[src/rtl/unos_pkg.sv]
// rtl/unos_pkg.sv - shared state encoding and default widths for the thermometer generator
package unos_pkg;

   localparam int N_DEF  = 8;
   localparam int CW_DEF = $clog2(N_DEF + 1);

   typedef enum logic [1:0] {
      IDLE  = 2'b00,
      SHIFT = 2'b01,
      DONE  = 2'b10
   } state_t;

endpackage

[src/rtl/reg_desp.sv]
// rtl/reg_desp.sv - N-bit right-shift register with serial MSB input and load-zero
module reg_desp #(
   parameter int N = 8
) (
   input  logic         clk,
   input  logic         rst_n,
   input  logic         clr,
   input  logic         en,
   input  logic         din,
   output logic [N-1:0] q
);

   always_ff @(posedge clk) begin
      if (!rst_n) begin
         q <= '0;
      end else if (clr) begin
         q <= '0;
      end else if (en) begin
         q <= {din, q[N-1:1]};
      end
   end

endmodule

[src/rtl/genera_unos.sv]
// rtl/genera_unos.sv - serially builds an N-bit thermometer code with cuenta low-order ones
module genera_unos
   import unos_pkg::*;
#(
   parameter int N  = N_DEF,
   parameter int CW = $clog2(N + 1)
) (
   input  logic          clk,
   input  logic          rst_n,
   input  logic [CW-1:0] cuenta,
   input  logic          start,
   output logic [N-1:0]  valor,
   output logic          fin
);

   state_t        state, state_nxt;
   logic [CW-1:0] k, i;
   logic [CW-1:0] k_ini;
   logic          load, shift;

   // Counts above N would overrun the word; clamp so the result is all ones.
   always_comb begin
      k_ini = cuenta;
      if (int'(cuenta) > N) begin
         k_ini = CW'(N);
      end
   end

   always_comb begin
      state_nxt = state;
      load      = 1'b0;
      shift     = 1'b0;
      case (state)
         IDLE, DONE: begin
            if (start) begin
               load      = 1'b1;
               state_nxt = SHIFT;
            end
         end
         SHIFT: begin
            shift = 1'b1;
            if (i == CW'(1)) begin
               state_nxt = DONE;
            end
         end
         default: state_nxt = IDLE;
      endcase
   end

   always_ff @(posedge clk) begin
      if (!rst_n) begin
         state <= IDLE;
         k     <= '0;
         i     <= '0;
      end else begin
         state <= state_nxt;
         if (load) begin
            k <= k_ini;
            i <= CW'(N);
         end else if (shift) begin
            i <= i - CW'(1);
            if (k != '0) begin
               k <= k - CW'(1);
            end
         end
      end
   end

   reg_desp #(.N(N)) u_reg_desp (
      .clk   (clk),
      .rst_n (rst_n),
      .clr   (load),
      .en    (shift),
      .din   (k != '0),
      .q     (valor)
   );

   assign fin = (state == DONE);

endmodule

[config.mk]
export PLATFORM = sky130hd
export DESIGN_NAME = genera_unos
export DESIGN_NICKNAME = d
export VERILOG_FILES = /design/src/rtl/unos_pkg.sv /design/src/rtl/reg_desp.sv /design/src/rtl/genera_unos.sv
export SDC_FILE = /design/constraint.sdc
export NUM_CORES = 1
export LEC_CHECK = 0
export ABC_AREA = 1
export CAP_MARGIN = 30
export CORE_MARGIN = 8
export CORE_UTILIZATION = 50
export DETAILED_ROUTE_END_ITERATION = 8
export PLACE_DENSITY = 0.83
export SYNTH_ARGS = -nofsm -noshare
export SYNTH_HDL_FRONTEND = slang
export SYNTH_SLANG_ARGS = --single-unit
[constraint.sdc]
create_clock -name clk -period 3.2 [get_ports clk]
set_input_delay 0.48 -clock clk [delete_from_list [all_inputs] [get_ports clk]]
set_output_delay 0.48 -clock clk [all_outputs]
set_load 0.02 [all_outputs]
* Word level (Yosys, flattened, before mapping)
Index checks and enable logic that the tools add are counted.
** Word-level totals
- Bits in registers :: 18
- Output and inout bits :: 9
** Operators by class
- Add/subtract/negate cells :: 2
- Magnitude comparators :: 1
- Equality and inequality tests :: 5
- Muxes and demuxes :: 12
- Bitwise logic cells :: 1
- Reductions and logical operators :: 8
** Operator list (count)
- $mux W4 :: 6
- $sub A4 B1 Y4 const B :: 2
- $eq A4 B1 Y1 const B :: 1
- $gt A4 B4 Y1 const B :: 1
- $mux W2 :: 2
- $ne A2 B2 Y1 const B :: 2
- $pmux W2 S2 :: 1
- $reduce_and A2 Y1 :: 2
- $reduce_bool A2 Y1 :: 2
- $reduce_bool A4 Y1 :: 1
- $reduce_or A2 Y1 :: 2
- $mux W1 :: 3
- $eq A2 B1 Y1 const B :: 1
- $eq A2 B2 Y1 const B :: 1
- $logic_not A2 Y1 :: 1
- $not A1 Y1 :: 1

* Longest topological paths before layout
Gate-level depths: netlist of the first run.
- Depth in word-level cells :: 5
- Gate-level depth with buffers :: 8
- Depth with buffers taken out :: 8

* By module
Synthesis of the first run repeated with hierarchy kept, for this count alone.
** Second synthesis, totals
- Cells, all modules :: 131
- Area total of the unflattened synthesis :: 944.7 sq um
** Modules (own cells, without submodules)
- genera_unos :: instances 1, cells each 95, area each 661.9 sq um
- reg_desp :: instances 1, cells each 36, area each 282.8 sq um

* Least setup slack after synthesis of the first run
OpenSTA, ideal clock, no wires.
- Path type :: register -> output
- Start point :: register state[1]
- End point :: output port fin
- Arrival time :: 707 ps
- Slack :: 2013 ps
- Cell stages (with the launch flop) :: 3
- Path buffers :: 0
- Path through :: dfxtp_1 > inv_1 > nor2_1
** On the way
- Word-level cells in the longest chain between the ends :: 1
** RTL lines
- start, declared :: line genera_unos.sv:16 : state_t state, state_nxt;
- start signal, assigned :: line genera_unos.sv:56 : state <= state_nxt;
- $eq A2 B2 Y1 :: line genera_unos.sv:78 : assign fin = (state == DONE);
- end, declared :: line genera_unos.sv:13 : output logic fin
Every way passes these cells.

* Worst setup path after layout of the first run
Same ends and word-level chain as after synthesis.

==> results.cfg, run 1 <==
[outcome]
outcome = completed

[floorplanning]
die_h_um = 58.7
die_area_sq_mm = 0.00344
initial_core_util_pct = 52.7
ios = 16
rows = 15
core-area_sq_mm = 0.00173
die_x_um = 58.7

[sta]
skew_ps = 1.88
slew_viol_final = 0
rsz0062_at_grt = no
setup_viol = 0
whs_ps = 472
tightest_slew_ps = 387
period_needed_ps = 1940
final.period_utilization_pct = 60.6
finalHoldViolations = 0
relSlewSlack_pct = 74.1
fmax_mhz = 516
tns_ps = 0

[yosys]
ys_ff_latch = 18
synth.distinct_cells = 20
synthCells = 130
syn_area_sq_um = 910
yosys_warnings = 0
synth_area_per_cell_sq_um = 7.00
syn_nets = 141
synth-seq-area-share_pct = 39.6

[clock_tree]
post-cts-setup-buffers = 0
path_clk_slew_ps = 100
cts_tree = built
cts_hold_buf = 0
cts_resized = 0
clock_sinks = 18
worstSkewPairLatency_ps = 290
cts_root_buffer = clkbuf_4
htreeDepth = 1
cts_buffer_depth = 2
cts_made_buffers = 3

[cells_and_area]
final_layout_size_suffix_gt1_share_pct = 6.90
final_cell_mix = nand2_1, dfxtp_1, inv_1
area_growth_pct = 20.1
antenna_cells = 0
layout.nets = 157
final_common_cell = nand2_1
final_core_utilization_pct = 63.3

[worst_setup_path]
endpoint_kind = primary output
worst_setup_path_start_kind = flip-flop
crit_fanout = 3
critPathKind = flip-flop to primary output
arrival_ps = 1460
cp.required_ps = 2720

[global_route]
grt_pass1_vias = 798
grt_overflow_total = 0
grt_max_degree = 16
antenna_found_initial = 0
grt_pass1_wl_um = 3260
grt_usage_pct = 11.9

[run]
maxCapViolCount = 0

[placed_design]
dpl.hpwl_um = 1450
routabilityCongestion = 0.931
port_buffers = 15

[power_and_ir_drop]
irDropWorstVdd_mv = 0.262
power_density_mw_per_mm2 = 457
power_leakage_nw = 0.470

[drt]
dr.pass1.iters = 4
drc_errors = 0
viasPerCell = 4.84
routed_wl_um = 1920
routedWlPerCell_um = 11.3
drtIter0Drc = 13
num_vias = 823
postRouteAntennaNets = 0

[min_path]
min_path_type = flip-flop to flip-flop
where the power goes:
part           total, W  internal [W]  switching (W)
clock          0.000141     0.0000693      0.0000717
combinational  0.000111     0.0000420      0.0000686
sequential     0.000247      0.000237     0.00000991
Yosys cell counts:
library cell	instances	area, sq um
nand2_1	43	161
nor2_1	12	45.0
nand3_1	9	45.0
a21oi_1	11	55.1
a21oi_2	1	8.76
buf_4	1	7.51
o21ai_0	2	10.0
nand2_4	3	33.8
nor2_4	1	11.3
clkinv_1	1	3.75
o21a_1	1	7.51
nor3_1	1	5.00
ha_1	4	50.1
buf_2	1	5.00
inv_2	1	3.75
dfxtp_1	18	360
a211oi_1	1	7.51
nand4_1	1	6.26
inv_1	16	60.1
buf_6	2	22.5
cells by family (layout without fill, tap and decap cells):
logic type	Yosys count	in the layout	share of synthesized area [%]
buffers and inverters	22	37	11.3
AO/OA/AOI/OAI	16	16	9.77
flip-flops	18	18	39.6
adder cells (fa/ha/maj)	4	4	5.50
AND/OR/NAND/NOR	70	70	33.8
sequential cells by signal, summed over array words and instances (netlist names):
name	count
state	2
u_reg_desp.q	8
k	4
i	4
routing by layer:
metal | GRT usage [%] | share of wire (%) | wire (um)
met5 | 0 | 0 | 0
met2 | 20.3 | 49 | 935
met1 | 13.1 | 46 | 877
met3 | 3.70 | 3.6 | 69
met4 | 5.80 | 2.1 | 40
critical path, cell delays in order, from the launching register on:
cell	delay [ps]
dfxtp_1	390
inv_1	90
nor2_1	90
clkdlybuf4s50_1	600
stage by stage:
step	total power [W]	setup WS, ps	cells	cell area (sq um)
detailed placement	0.000362	1410	166	1060
floorplan	0.000339	2010	130	910
global route	0.000527	1170	170	1090
CTS	0.000501	1250	170	1090
global placement	0.000359	1460	166	1060
finish	0.000499	1260	170	1090
area by class of cell:
class,count,area (sq um)
well taps,25,31.3
fillers,159,634
clock buffers,4,36.3
repair buffers,15,150
flip-flops and latches,18,360
inverters,18,67.6
multi-input cells,90,447
worst paths after layout:
check	slack, ps	from	cells past startpoint	to
max reg2reg	1950	state[0]$_SDFFE_PN0P_	4	i[1]$_SDFFE_PP0P_
min reg2reg	470	u_reg_desp.q[0]$_SDFFE_PP0P_	2	u_reg_desp.q[0]$_SDFFE_PP0P_
max	1260	state[1]$_SDFFE_PN0P_	3	fin
min	470	u_reg_desp.q[0]$_SDFFE_PP0P_	2	u_reg_desp.q[0]$_SDFFE_PP0P_
(Power assumes the default switching activity.)
==> run 2: changes to the inputs <==
CORE_UTILIZATION = 45   (was 50)
PLACE_DENSITY = 0.8   (was 0.83)
clock period = 1.6 ns   (was 3.2 ns; I/O delays follow)
==> run 2 against run 1 <==
  * Sequential cell count is the same
  * Sequential share of layout area shrank 0.48 points
  * Global-route usage shrank 1.9 points
  * Utilization shrank 6.2 points
  * Final cell count grew 2.4%
  * Via count shrank 1.5%
  * Sequential power grew 100%
  * Clock skew shrank 0.69 ps
  * Final area grew 1.5%
  * Combinational power grew 100%
  * Worst setup slack lost 1200 ps
  * Critical path depth shrank 2
  * Critical endpoint is now valor[5]
  * Largest power group unchanged
==> results.cfg, run 2 (synthesis gave the netlist of run 1 again) <==
[outcome]
outcome = completed

[drt]
routedWlPerCell_um = 10.3
viasPerCell = 4.66
drtIter0Drc = 14
drc_errors = 0
num_vias = 811
postRouteAntennaNets = 0
routed_wl_um = 1800
dr.pass1.iters = 4

[cells_and_area]
reg.largest.list = u_reg_desp.q (8), i (4), k (4)
final_common_cell = nand2_1
antenna_cells = 0
layout.nets = 159
area_growth_pct = 21.9
final_cell_mix = nand2_1, dfxtp_1, inv_1
largest_reg_flops = 8
fin_cells = 174
top_register = u_reg_desp.q
fillers = 198
final_layout_size_suffix_gt1_share_pct = 8.16

[global_route]
grt_pass1_vias = 708
grt_max_degree = 16
grt_pass1_wl_um = 2840
antenna_found_initial = 0
grt_usage_pct = 10.1
grt_overflow_total = 0

[power_and_ir_drop]
power_leakage_nw = 0.484
power_density_mw_per_mm2 = 899
seq_power_share_pct = 49.5
p_sw_share_pct = 29.6
power.share.clock_pct = 28.2
irDropWorstVdd_mv = 0.579
combinationalPowerShare_pct = 22.4
p_sw_w = 0.000295
p_int_w = 0.000701

[sta]
slew_viol_final = 0
rsz0062_at_grt = no
setup_viol = 0
finalHoldViolations = 0
tns_ps = 0
final.period_utilization_pct = 96.3
fmax_mhz = 649
whs_ps = 481
relSlewSlack_pct = 73.2
tightest_slew_ps = 402
skew_ps = 1.18
period_needed_ps = 1540

[worst_setup_path]
cpPeakStageDelay_ps = 630
cp.required_ps = 1360
critPathKind = flip-flop to primary output
path_cells = clkdlybuf4s50_1
crit_fanout = 3
crit_buf_inv = 1
rrSetupSlack_ps = 360
arrival_ps = 1300
path_delay_family = buffers and inverters
critPathSlowestCell = clkdlybuf4s50_1
endpoint_kind = primary output
worst_setup_path_start_kind = flip-flop

[clock_tree]
htreeDepth = 1
cts_tree = built
clock_sinks = 18
path_clk_slew_ps = 100
cts_hold_buf = 0
cts_root_buffer = clkbuf_4
worstSkewPairLatency_ps = 300
cts_made_buffers = 3
cts_buffer_depth = 2

[floorplanning]
die_h_um = 61.0
ios = 16
die_x_um = 61.0
initial_core_util_pct = 46.8
rows = 16
die_area_sq_mm = 0.00372
core-area_sq_mm = 0.00194

[min_path]
min_path_type = flip-flop to flip-flop

[run]
maxCapViolCount = 0

[placed_design]
place_inst = 170
port_buffers = 15
routabilityCongestion = 0.890
dpl.hpwl_um = 1350
==> run 2: cell types whose count changed in the layout (fill, tap and decap cells not counted) <==
cell / delta
buf_4: +2
dlygate4sd2_1: +1
clkdlybuf4s50_1: -1
==> run 2: routing by layer <==
layer	GRT usage [%]	wire (um)
met5	0	0
met4	5.98	40
met3	3.60	95
met2	15.7	772
met1	11.5	890
==> run 2: power by group through the flow <==
stage | registers, W | clock network, W | logic, W
after floorplan | 0.000502 | 0 | 0.000177
after global placement | 0.000503 | 0 | 0.000216
after detailed placement | 0.000503 | 0 | 0.000223
after CTS | 0.000493 | 0.000288 | 0.000224
after global routing | 0.000496 | 0.000303 | 0.000257
final | 0.000493 | 0.000281 | 0.000223
==> run 2: final timing paths <==
path	startpoint	to	depth (start not counted)
setup / recovery	u_reg_desp.q[5]$_SDFFE_PP0P_	valor[5]	1
hold / removal	u_reg_desp.q[0]$_SDFFE_PP0P_	u_reg_desp.q[0]$_SDFFE_PP0P_	2
setup reg to reg	state[0]$_SDFFE_PN0P_	k[1]$_SDFFE_PN0P_	7
hold reg to reg	u_reg_desp.q[0]$_SDFFE_PP0P_	u_reg_desp.q[0]$_SDFFE_PP0P_	2
==> run 2: repair_timing <==
action                     CTS  global route
gates resized for setup      1             0
setup endpoints to repair    1             0
buffers inserted             0             0
==> run 2: cell type report <==
cell class	count	area, sq um	area share (%)
multi-input combinational	90	447	40.3
sequential	18	360	32.5
timing repair buffer	17	164	14.8
inverter	18	67.6	6.09
clock buffer	4	36.3	3.27
tap	27	33.8	3.05
==> run 2: stage by stage <==
step | total power [W] | worst slack [ps] | instance area (sq um) | util [%]
after floorplan | 0.000679 | 556 | 910 | -
after global placement | 0.000719 | 146 | 1070 | 55.3
after detailed placement | 0.000727 | 127 | 1070 | 55.3
after CTS | 0.00100 | 54.8 | 1110 | 57.1
after global routing | 0.00106 | 6.61 | 1110 | 57.1
final | 0.000996 | 58.9 | 1110 | 57.1
==> run 3: changes to the inputs <==
ABC_CLOCK_PERIOD_IN_PS = 1600   (was default)
CAP_MARGIN = 20   (was 30)
PLACE_DENSITY = 0.73   (was 0.8)
==> run 3 against run 2 <==
  * Sequential cell count unchanged
  * Combinational power about the same
  * Clock skew increased by 12 ps
  * Total power decreased by 5.4%
  * Non-clock buffer count unchanged
  * Via count increased by 1.8%
  * Clock power decreased by 20%
  * Wire length increased by 5.8%
  * Global-route usage increased by 1.4 points
==> results.cfg, run 3 (synthesis gave the netlist of run 1 again) <==
[clock_tree]
htreeDepth = 1
path_clk_slew_ps = 110
cts_buffer_depth = 2
cts_root_buffer = clkbuf_4
cts_made_buffers = 3
cts_tree = built
worstSkewPairLatency_ps = 290
clock_sinks = 18
cts_hold_buf = 0

[power_and_ir_drop]
power_leakage_nw = 0.477
irDropWorstVdd_mv = 0.587
power_density_mw_per_mm2 = 861

[placed_design]
port_buffers = 15
routabilityCongestion = 0.881
dpl.hpwl_um = 1450

[cells_and_area]
largest_reg_flops = 8
multi_input_area_sq_um = 447
area_growth_pct = 20.4
antenna_cells = 0
top_register = u_reg_desp.q
final_common_cell = nand2_1
final_cell_mix = nand2_1, dfxtp_1, inv_1
reg.largest.list = u_reg_desp.q (8), i (4), k (4)
layout.nets = 159
final_layout_size_suffix_gt1_share_pct = 7.53
final_core_utilization_pct = 56.4
fillers = 209
ff_latch_area_sq_um = 360

[global_route]
grt_max_degree = 16
grt_overflow_total = 0
grt_pass1_wl_um = 3310
grt_usage_pct = 11.4
antenna_found_initial = 0
grt_pass1_vias = 795

[drt]
postRouteAntennaNets = 0
viasPerCell = 4.77
num_vias = 826
routedWlPerCell_um = 11.0
routed_wl_um = 1900
dr.pass1.iters = 4
drc_errors = 0
drtIter0Drc = 23

[worst_setup_path]
rrSetupSlack_ps = 360
rr_worst_depth = 6
arrival_ps = 1280
critPathKind = flip-flop to primary output
critPathSlowestCell = clkdlybuf4s50_1
crit_cells = 1
path_cells = clkdlybuf4s50_1
crit_buf_inv = 1
cp.required_ps = 1360
crit_fanout = 3
endpoint_kind = primary output
cpPeakStageDelay_ps = 620
worst_setup_path_start_kind = flip-flop
path_delay_family = buffers and inverters

[sta]
rsz0062_at_grt = no
skew_ps = 13.5
period_needed_ps = 1520
setup_viol = 0
fmax_mhz = 657
finalHoldViolations = 0
slew_viol_final = 0
final.period_utilization_pct = 95.2
tns_ps = 0
tightest_slew_ps = 422
relSlewSlack_pct = 71.8

[outcome]
outcome = completed

[min_path]
min_path_type = flip-flop to flip-flop
min_path_cells = 2

[floorplanning]
die_area_sq_mm = 0.00372
ios = 16
die_h_um = 61.0
initial_core_util_pct = 46.8
die_x_um = 61.0
rows = 16
core-area_sq_mm = 0.00194

[run]
maxCapViolCount = 0
-- run 3: where the power goes --
group | total (W) | leakage (nW) | switching [W] | internal [W]
combinational | 0.000224 | 0.316 | 0.000137 | 0.0000872
sequential | 0.000494 | 0.147 | 0.0000192 | 0.000475
clock | 0.000224 | 0.0138 | 0.000137 | 0.0000874
total | 0.000942 | 0.477 | 0.000293 | 0.000649
-- run 3: cell type report --
class                      count  area share, %
multi-input combinational     90           40.8
timing repair buffer          17           15.0
clock buffer                   3           2.06
sequential                    18           32.9
inverter                      18           6.17
tap                           27           3.09
-- run 3: worst paths after layout --
kind	start	to
min	u_reg_desp.q[3]$_SDFFE_PP0P_	u_reg_desp.q[2]$_SDFFE_PP0P_
max	u_reg_desp.q[1]$_SDFFE_PP0P_	valor[1]
max reg2reg	state[0]$_SDFFE_PN0P_	k[3]$_SDFFE_PN0P_
min reg2reg	u_reg_desp.q[3]$_SDFFE_PP0P_	u_reg_desp.q[2]$_SDFFE_PP0P_
-- run 3: repair_timing --
action | CTS | global route
buffers inserted | 0 | 0
setup endpoints to repair | 1 | 0
gates resized for setup | 1 | 0
-- run 3: through the flow --
stage                     hold slack (ps)  setup WS [ps]  total power (W)  std cells  cell area (sq um)
after global routing                  492           16.5          0.00100        173               1090
after CTS                             481           66.8         0.000952        173               1090
after global placement                468            144         0.000723        170               1070
after detailed placement              470           84.4         0.000729        170               1070
final                                 477           77.1         0.000942        173               1090
after floorplan                       338            556         0.000679        130                910
-- run 3: routing by layer --
layer / vias to the layer above / routed length, um / track usage [%]
li1: 436 / - / -
met1: 373 / 941 / 13.6
met2: 17 / 866 / 18.9
met3: 0 / 94 / 2.75
met4: 0 / 0 / 4.98
met5: - / 0 / 0
